[config.mk]
export PLATFORM = sky130hd
export DESIGN_NAME = uart_tx_arbiter
export DESIGN_NICKNAME = d
export VERILOG_FILES = /design/src/rtl/uart_pkg.sv /design/src/rtl/uart_tx_arbiter_rr_pick.sv /design/src/rtl/uart_tx_arbiter.sv
export SDC_FILE = /design/constraint.sdc
export NUM_CORES = 1
export LEC_CHECK = 0
export CORE_ASPECT_RATIO = 1.25
export CORE_UTILIZATION = 35
export DETAILED_ROUTE_END_ITERATION = 10
export REMOVE_ABC_BUFFERS = 1
export SETUP_SLACK_MARGIN = 0.2
export SLEW_MARGIN = 20
export SYNTH_ARGS = -nofsm -noshare
export SYNTH_HDL_FRONTEND = slang
export SYNTH_SLANG_ARGS = --single-unit
[constraint.sdc]
create_clock -name clk -period 5.04 [get_ports clk]
set_input_delay 0.504 -clock clk [delete_from_list [all_inputs] [get_ports clk]]
set_output_delay 0.504 -clock clk [all_outputs]
set_load 0.05 [all_outputs]
[src/rtl/uart_pkg.sv]
// Shared types and constants for the UART transmit arbiter.
// UART_ARB_ID_PREFIX_EN adds the ID-prefix frame states to the state enum.
package uart_pkg;

    localparam int         UART_DATA_W = 8;
    localparam logic [4:0] ID_PREFIX   = 5'b10100;

`ifdef UART_ARB_ID_PREFIX_EN
    typedef enum logic [2:0] {
        S_IDLE,
        S_ISSUE,
        S_WAIT_START,
        S_WAIT_END,
        S_ID_ISSUE,
        S_ID_WAIT_START,
        S_ID_WAIT_END
    } arb_state_e;
`else
    typedef enum logic [1:0] {
        S_IDLE,
        S_ISSUE,
        S_WAIT_START,
        S_WAIT_END
    } arb_state_e;
`endif

endpackage

[src/rtl/uart_tx_arbiter_rr_pick.sv]
// Combinational round-robin picker: first asserted request at or after ptr,
// wrapping modulo NREQ.
module rr_pick #(
    parameter int NREQ = 4
) (
    input  logic [NREQ-1:0] req,
    input  logic [2:0]      ptr,
    output logic [2:0]      grant,
    output logic            valid
);

    logic [NREQ-1:0] req_rot;
    logic [2:0]      offset;
    logic [3:0]      sum;

    always_comb begin
        // Rotate so bit 0 is the requester at ptr, then find the lowest set bit.
        req_rot = NREQ'({req, req} >> ptr);
        offset  = '0;
        for (int k = NREQ - 1; k >= 0; k--) begin
            if (req_rot[k]) offset = 3'(k);
        end
        sum = {1'b0, ptr} + {1'b0, offset};
        if (sum >= 4'(NREQ)) sum = sum - 4'(NREQ);
        grant = sum[2:0];
        valid = |req;
    end

endmodule

[src/rtl/uart_tx_arbiter.sv]
// Round-robin arbiter sharing one UART transmitter between NREQ requesters.
// Optional build macro UART_ARB_ID_PREFIX_EN sends an ID byte before each payload.
module uart_tx_arbiter
    import uart_pkg::*;
#(
    parameter int NREQ          = 4,
    parameter int DATA_W        = UART_DATA_W,
    parameter int START_TIMEOUT = 64
) (
    input  logic                   clk,
    input  logic                   reset_n,
    input  logic                   arb_en,
    input  logic [NREQ-1:0]        req,
    input  logic [NREQ*DATA_W-1:0] req_data,
    output logic [NREQ-1:0]        ack,
    output logic [2:0]             grant_id,
    input  logic                   Tx_BUSY,
    output logic                   Tx_EN,
    output logic                   Tx_WR,
    output logic [DATA_W-1:0]      Tx_DATA,
    output logic                   tx_timeout
);

    localparam int              CNT_W   = (START_TIMEOUT > 2) ? $clog2(START_TIMEOUT) : 1;
    localparam logic [NREQ-1:0] ACK_ONE = NREQ'(1);

    arb_state_e        state_q, state_d;
    logic [2:0]        ptr_q, ptr_d;
    logic [2:0]        grant_id_q, grant_id_d;
    logic [NREQ-1:0]   ack_q, ack_d;
    logic              tx_wr_q, tx_wr_d;
    logic              tx_en_q, tx_en_d;
    logic [DATA_W-1:0] tx_data_q, tx_data_d;
    logic              tx_timeout_q, tx_timeout_d;
    logic [CNT_W-1:0]  cnt_q, cnt_d;
`ifdef UART_ARB_ID_PREFIX_EN
    logic [DATA_W-1:0] payload_q, payload_d;
`endif

    logic [2:0]        pick_id;
    logic              pick_vld;
    logic [2:0]        ptr_next;
    logic [CNT_W-1:0]  cnt_inc;
    logic [CNT_W-1:0]  cnt_sat;
    logic              timeout_hit;
    logic [DATA_W-1:0] req_bytes [8];

    rr_pick #(.NREQ(NREQ)) u_rr_pick (
        .req   (req),
        .ptr   (ptr_q),
        .grant (pick_id),
        .valid (pick_vld)
    );

    for (genvar k = 0; k < 8; k++) begin : g_bytes
        if (k < NREQ) begin : g_used
            assign req_bytes[k] = req_data[k*DATA_W +: DATA_W];
        end else begin : g_unused
            assign req_bytes[k] = '0;
        end
    end

    assign ptr_next    = (grant_id_q == 3'(NREQ - 1)) ? 3'd0 : grant_id_q + 3'd1;
    assign cnt_inc     = cnt_q + CNT_W'(1);
    assign cnt_sat     = (&cnt_q) ? cnt_q : cnt_inc;
    // Fires on the edge the counter would reach START_TIMEOUT-1, i.e. START_TIMEOUT cycles after Tx_WR.
    assign timeout_hit = (cnt_inc == CNT_W'(START_TIMEOUT - 1));

    always_comb begin
        state_d      = state_q;
        ptr_d        = ptr_q;
        grant_id_d   = grant_id_q;
        ack_d        = '0;
        tx_wr_d      = 1'b0;
        tx_en_d      = 1'b1;
        tx_data_d    = tx_data_q;
        tx_timeout_d = 1'b0;
        cnt_d        = cnt_q;
`ifdef UART_ARB_ID_PREFIX_EN
        payload_d    = payload_q;
`endif
        unique case (state_q)
            S_IDLE: begin
                if (arb_en && pick_vld && !Tx_BUSY) begin
                    grant_id_d = pick_id;
                    tx_wr_d    = 1'b1;
`ifdef UART_ARB_ID_PREFIX_EN
                    payload_d  = req_bytes[pick_id];
                    tx_data_d  = DATA_W'({ID_PREFIX, pick_id});
                    state_d    = S_ID_ISSUE;
`else
                    ack_d      = ACK_ONE << pick_id;
                    tx_data_d  = req_bytes[pick_id];
                    state_d    = S_ISSUE;
`endif
                end
            end
            S_ISSUE: begin
                cnt_d   = '0;
                state_d = S_WAIT_START;
            end
            S_WAIT_START: begin
                if (Tx_BUSY) begin
                    state_d = S_WAIT_END;
                end else if (timeout_hit) begin
                    tx_timeout_d = 1'b1;
                    ptr_d        = ptr_next;
                    state_d      = S_IDLE;
                end else begin
                    cnt_d = cnt_sat;
                end
            end
            S_WAIT_END: begin
                if (!Tx_BUSY) begin
                    ptr_d   = ptr_next;
                    state_d = S_IDLE;
                end
            end
`ifdef UART_ARB_ID_PREFIX_EN
            S_ID_ISSUE: begin
                cnt_d   = '0;
                state_d = S_ID_WAIT_START;
            end
            S_ID_WAIT_START: begin
                if (Tx_BUSY) begin
                    state_d = S_ID_WAIT_END;
                end else if (timeout_hit) begin
                    tx_timeout_d = 1'b1;
                    ptr_d        = ptr_next;
                    state_d      = S_IDLE;
                end else begin
                    cnt_d = cnt_sat;
                end
            end
            S_ID_WAIT_END: begin
                if (!Tx_BUSY) begin
                    tx_wr_d   = 1'b1;
                    ack_d     = ACK_ONE << grant_id_q;
                    tx_data_d = payload_q;
                    state_d   = S_ISSUE;
                end
            end
`endif
            default: state_d = S_IDLE;
        endcase
    end

    always_ff @(posedge clk) begin
        if (!reset_n) begin
            state_q      <= S_IDLE;
            ptr_q        <= '0;
            grant_id_q   <= '0;
            ack_q        <= '0;
            tx_wr_q      <= 1'b0;
            tx_en_q      <= 1'b0;
            tx_data_q    <= '0;
            tx_timeout_q <= 1'b0;
            cnt_q        <= '0;
`ifdef UART_ARB_ID_PREFIX_EN
            payload_q    <= '0;
`endif
        end else begin
            state_q      <= state_d;
            ptr_q        <= ptr_d;
            grant_id_q   <= grant_id_d;
            ack_q        <= ack_d;
            tx_wr_q      <= tx_wr_d;
            tx_en_q      <= tx_en_d;
            tx_data_q    <= tx_data_d;
            tx_timeout_q <= tx_timeout_d;
            cnt_q        <= cnt_d;
`ifdef UART_ARB_ID_PREFIX_EN
            payload_q    <= payload_d;
`endif
        end
    end

    assign ack        = ack_q;
    assign grant_id   = grant_id_q;
    assign Tx_EN      = tx_en_q;
    assign Tx_WR      = tx_wr_q;
    assign Tx_DATA    = tx_data_q;
    assign tx_timeout = tx_timeout_q;

endmodule
======== Word level (Yosys, flattened, before mapping) ========
Cells that the tools add are included.
storage, ports and cells
  input bits .............................. 40
  register bits after elaboration ......... 29
  word-level logic and storage cells ...... 72
  output and inout bits ................... 18
cells by class
  reductions and logical operators ........ 15
  muxes and demuxes ....................... 25
  $lt $le $gt $ge ......................... 2
  add/subtract/negate cells ............... 4
  eq/ne operators ......................... 12
  bitwise operators ....................... 3
  shift operators ......................... 2
operator list
  cell                                                                count
  binary-select mux 8 bit (select 3 bit)                              1
  two-way mux 6 bit                                                   3
  two-way mux 2 bit                                                   8
  two-way mux 8 bit                                                   2
  two-way mux 3 bit                                                   5
  inequality test 2 bit (second input constant)                       6
  case mux 6 bit (2 select lines)                                     1
  case mux 2 bit (4 select lines)                                     1
  AND reduction 4 bit                                                 2
  >> shifter 8 x 3 -> 4 bit                                           1
  adder 6 x 1 -> 6 bit (second input constant)                        1
  == test 6 bit (second input constant)                               1
  case mux 3 bit (2 select lines)                                     1
  AND reduction 3 bit                                                 2
  AND reduction 6 bit                                                 1
  adder 3 x 2 -> 4 bit                                                1
  == test 2 bit (second input constant)                               2
  greater-or-equal comparator 4 x 3 -> 1 bit (second input constant)  1
  greater-or-equal comparator 4 bit (second input constant)           1
  inverter 3 -> 4 bit                                                 1
  AND reduction 2 bit                                                 2
  nonzero test 2 bit                                                  2
  OR reduction 4 bit                                                  1
  left shift 1 x 3 -> 4 bit (first input constant)                    1
  11 further kinds                                                    15

======== Longest topological paths before layout ========
  depth after elaboration ................. 12
  gate-level depth with buffers ........... 12
  gate-level depth less buffers ........... 10

======== By module ========
Synthesis repeated with hierarchy kept, for this count alone.
unflattened totals
  cell total of the unflattened synthesis .. 152
  area, all modules ....................... 1,585.3 um^2
by module, submodules not included
  module           cells each  seq. area each (um^2)  area an instance (um^2)  instances
  uart_tx_arbiter  129         580.6                  1,380.1                  1
  rr_pick          23          0.0                    205.2                    1

======== Worst setup path before layout ========
Ideal clock, no wire load.
  kind .................................... reg2reg
  start point ............................. register ptr_q[0]
  end point ............................... register tx_data_q[3], in the netlist Tx_DATA[3]
  setup time .............................. 0.128 ns
  cell stages (with the launch flop) ...... 12
  arrival time ............................ 2.669 ns
  setup slack ............................. 2.243 ns
  cells stage by stage .................... dfxtp_1 -> clkbuf_1 -> mux2i_1 -> nand2b_1 -> o21bai_1 -> o21ai_0 -> ha_1 -> fa_1 -> clkbuf_1 -> mux4_2 -> a22oi_1 -> nor2_1
on the way
  longest elaborated chain between the ends .. 12
  elaborated cells on any way between the ends .. 13
  classes of those cells .................. add/sub: 2; order compare: 1; shift: 1; mux: 8; bitwise: 1
ends and longest elaborated chain
  item                                                                                   line                           RTL
  start: declaration                                                                     uart_tx_arbiter.sv:28          logic [2:0] ptr_q, ptr_d;
  start signal: assignment                                                               uart_tx_arbiter.sv:164         ptr_q <= ptr_d;
  >> shifter 8 x 3 -> 4 bit                                                              uart_tx_arbiter_rr_pick.sv:18  req_rot = NREQ'({req, req} >> ptr);
  two-way mux 2 bit (4 in a row)                                                         uart_tx_arbiter_rr_pick.sv:21  if (req_rot[k]) offset = 3'(k);
  adder 3 x 2 -> 4 bit (*)                                                               uart_tx_arbiter_rr_pick.sv:23  sum = {1'b0, ptr} + {1'b0, offset};
  greater-or-equal comparator 4 x 3 -> 1 bit / subtractor 3 bit (equally long branches)  uart_tx_arbiter_rr_pick.sv:24  if (sum >= 4'(NREQ)) sum = sum - 4'(NREQ);
  two-way mux 3 bit (*)                                                                  uart_tx_arbiter_rr_pick.sv:24
  named net pick_id[1]                                                                   uart_tx_arbiter.sv:40          logic [2:0] pick_id;
  inverter 3 -> 4 bit (implied by the code) (*)                                          uart_tx_arbiter.sv:93          tx_data_d = req_bytes[pick_id];
  binary-select mux 8 bit (select 3 bit) (*)                                             uart_tx_arbiter.sv:93
  two-way mux 8 bit (implied by the code) (*) (2 in a row)                               uart_tx_arbiter.sv:93
  end signal: assignment                                                                 uart_tx_arbiter.sv:169         tx_data_q <= tx_data_d;
  end: declaration                                                                       uart_tx_arbiter.sv:33          logic [DATA_W-1:0] tx_data_q, tx_data_d;
The timed path passes the listed nets; every way through them passes the cells marked *. The select of a mux whose other input is x is not followed.
A chain may end at the register's enable or synchronous reset.

======== Worst setup path after layout ========
  start point ............................. input port req[2]
  end point ............................... register tx_data_q[1], in the netlist Tx_DATA[1]
on the way
  longest elaborated chain between the ends .. 12
  elaborated cells on any way between the ends .. 17
  classes of those cells .................. add/sub: 2; order compare: 1; shift: 1; mux: 8; bitwise: 1; reduce/logical: 4
ends and longest elaborated chain
  item                                                                                   line                           RTL
  start: declaration                                                                     uart_tx_arbiter.sv:13          input logic [NREQ-1:0] req,
  >> shifter 8 x 3 -> 4 bit (*)                                                          uart_tx_arbiter_rr_pick.sv:18
  two-way mux 2 bit (3 in a row)                                                         uart_tx_arbiter_rr_pick.sv:21
  two-way mux 2 bit (*)                                                                  uart_tx_arbiter_rr_pick.sv:21
  adder 3 x 2 -> 4 bit (*)                                                               uart_tx_arbiter_rr_pick.sv:23
  greater-or-equal comparator 4 x 3 -> 1 bit / subtractor 3 bit (equally long branches)  uart_tx_arbiter_rr_pick.sv:24
  two-way mux 3 bit (*)                                                                  uart_tx_arbiter_rr_pick.sv:24
  named net pick_id[1]                                                                   uart_tx_arbiter.sv:40
  inverter 3 -> 4 bit (implied by the code) (*)                                          uart_tx_arbiter.sv:93
  binary-select mux 8 bit (select 3 bit) (*)                                             uart_tx_arbiter.sv:93
  two-way mux 8 bit (implied by the code) (*) (2 in a row)                               uart_tx_arbiter.sv:93
Marked as above.

==> results.yml <==
setup_path:
  path_max_fanout: 13
  required_ps: 5180
  crit_arrival_ps: 3270
  cpMaxStageDelayCell: "fa_1"
  path_class: "primary input to flop"
  path_cells: "clkdlybuf4s50_1 > mux2i_1 > nand2b_1 > o21bai_1 > o21ai_0 > ha_1 > fa_1 > mux4_2 > a22oi_1 > nor2_1"
  cpPeakStageDelay_ps: 840
  r2r_end: "Tx_DATA[1]"
  reg2reg_slack_ps: 2020
  r2r_cells: 9
  cp-start-kind: "primary input"
  startpoint: "req[2]"
  crit_path_end_kind: "flop"
  reg2reg_from: "ptr_q[0]"
  crit_end: "Tx_DATA[1]"
sta:
  timing.fmax_mhz: 320
  drv_slew: 0
  tns_ps: 0
  rsz0062_at_grt: "false"
  slew_headroom: 0.578
  finalCritPeriodShare: 0.621
  worstMarginPinSlew_ps: 631
  hold_violations: 0
  setup_viol: 0
  skew_ps: 4.46
  period_needed_ps: 3130
yosys:
  synthArstFlopShare: 0
  syn_inst: 171
  ys.flop_type: "dfxtp_1"
  syn-cell-area_um2: 1640
  syn_avg_cell_area_um2: 9.60
  synth-edff-count: 0
  ys_seq_elements: 29
  synth-seq-area-share: 0.354
  synth_warnings: 0
  ys_types: 45
layout:
  post-route-util: 0.523
  area_growth_syn_to_layout_pct: 42.1
  antenna_cells: 0
  instances_no_fill: 286
  layout_commonest_cell: "clkdlybuf4s50_1"
  layout.nets: 273
  drive_above_1_share: 0.0965
  fillers: 445
  fin_area_um2: 2330
  seq_area_um2: 581
  multiInputGateArea_um2: 992
  final_cell_mix: "57 x clkdlybuf4s50_1, 29 x dfxtp_1, 16 x nor2_1"
route:
  wl_per_cell_um: 15.2
  drc: 0
  viasPerCell: 5.53
  ant_nets: 0
  dr.first_iter.drc_count: 110
  wirelength_um: 4340
  via_count: 1583
  drt-pass1-iter-count: 4
pwr:
  p_leak_nw: 0.820
  p_switching_w: 0.000153
  p_total_w: 0.000550
  peakVddDrop_v: 0.000105
  intPower_w: 0.000397
  seq_power_share: 0.444
  p_comb_frac: 0.229
  switching_share: 0.279
  clock_power_share: 0.327
  power_density_nw_per_um2: 236
floorplan:
  io_pins: 58
  die_w_um: 63.3
  num_rows: 27
  dieArea_um2: 4970
  coreArea_um2: 4460
  die_h_um: 78.6
  initial_core_util: 0.368
place:
  gp_congestion: 0.902
  place_inst: 278
  port_buffers: 57
  hpwlAfterDp_um: 3320
  placed_cell_area_um2: 2250
cts:
  cts_tree: "done"
  cts_hold_buf: 0
  numCtsBuffers: 5
  htree_levels: 2
  cts_setup_buffers: 0
  clkTransAtPathRegs_ps: 60
  cts_sinks: 29
  clkLatencyLatePin_ps: 270
  cts_resized: 0
  clk_path_buf_depth: 2
  cts_root_buf: "clkbuf_8"
grt:
  antenna_found_initial: 0
  grt_usage: 0.192
  grt_overflow_total: 0
  first_global_vias: 1730
  grt_max_degree: 19
  grt_pass1_wl_um: 7500
status:
  outcome: "completed"
run:
  maxCapViolations: 0
worst_hold_path:
  hold_class: "flop to flop"
  holdPathStages: 2
cells by family after synthesis:
kind of cell,Yosys count,synth area share
buffers and inverters,17,0.0419
muxes,18,0.171
DFF,29,0.354
xor gates and xnor gates,3,0.0160
AOI/OAI and AO/OA,36,0.168
and+or+nand+nor,62,0.199
adders and majority gates,6,0.0503
metal layers:
| metal | vias to the layer above | routed length (um) | track usage |
|---|---|---|---|
| li1 | 757 | - | - |
| met1 | 746 | 1740 | 0.203 |
| met2 | 70 | 2240 | 0.346 |
| met3 | 10 | 285 | 0.0625 |
| met4 | 0 | 79 | 0.0818 |
| met5 | - | 0 | 0 |
power groups by stage:
stage	Clock, W	Sequential [W]	Combinational, W
floorplan	0	0.000270	0.0000486
global placement	0	0.000249	0.000123
detailed placement	0	0.000249	0.000126
CTS	0.000187	0.000244	0.000127
global route	0.000196	0.000246	0.000136
finish	0.000180	0.000244	0.000126
cell type report:
type	instances	area share
flip-flops and latches	29	0.249
clock buffers	6	0.0311
multi-input cells	125	0.425
well taps	58	0.0311
repair buffers	57	0.245
inverters	9	0.0145
clock inverters	2	0.00429
sequential cells by signal, indices dropped and copies added (netlist names):
name / cells
ack: 4
Tx_WR: 1
cnt_q: 6
Tx_DATA: 8
grant_id: 3
ptr_q: 3
state_q: 2
Tx_EN: 1
tx_timeout: 1
stage by stage:
step	setup WS (ps)	hold slack, ps
floorplan	2480	468
CTS	1940	522
global route	1740	543
finish	1910	514
global placement	1810	491
detailed placement	1660	510
critical path: cells and delay by family:
family	cells	cell delay [ps]
adders and majority gates	2	1060
buffers and inverters	1	440
AOI/OAI and AO/OA	3	420
and+or+nand+nor	2	210
muxes	2	640
how the worst min path moves through the flow:
stage | slack (ps) | endpoint | from
after floorplan | 470 | ptr_q[2] | ptr_q[2]
after global placement | 490 | Tx_DATA[5] | Tx_DATA[5]
after detailed placement | 510 | Tx_DATA[2] | Tx_DATA[2]
after CTS | 520 | grant_id[2] | grant_id[2]
after global routing | 540 | ptr_q[2] | ptr_q[2]
final | 510 | grant_id[2] | grant_id[2]
cell usage after synthesis, drive strengths merged (2+ instances only):
cell type / n / area [um^2]
xor2: 2 / 17.5
clkbuf: 5 / 20.0
o211ai: 2 / 15.0
nand2b: 4 / 25.0
o21ai: 7 / 35.0
inv: 8 / 30.0
ha: 5 / 62.6
nand4: 3 / 25.0
and4: 2 / 18.8
a22oi: 9 / 67.6
o21a: 3 / 22.5
or3: 2 / 12.5
nand2: 11 / 41.3
nand3: 9 / 45.0
nand3b: 3 / 22.5
buf: 3 / 15.0
dfxtp: 29 / 581
a21oi: 3 / 15.0
mux2i: 9 / 90.1
nor3b: 3 / 22.5
o32ai: 2 / 17.5
nor3: 5 / 25.0
mux4: 8 / 180
nor2: 16 / 60.1
Note: power is estimated with default switching activity, not from simulation.
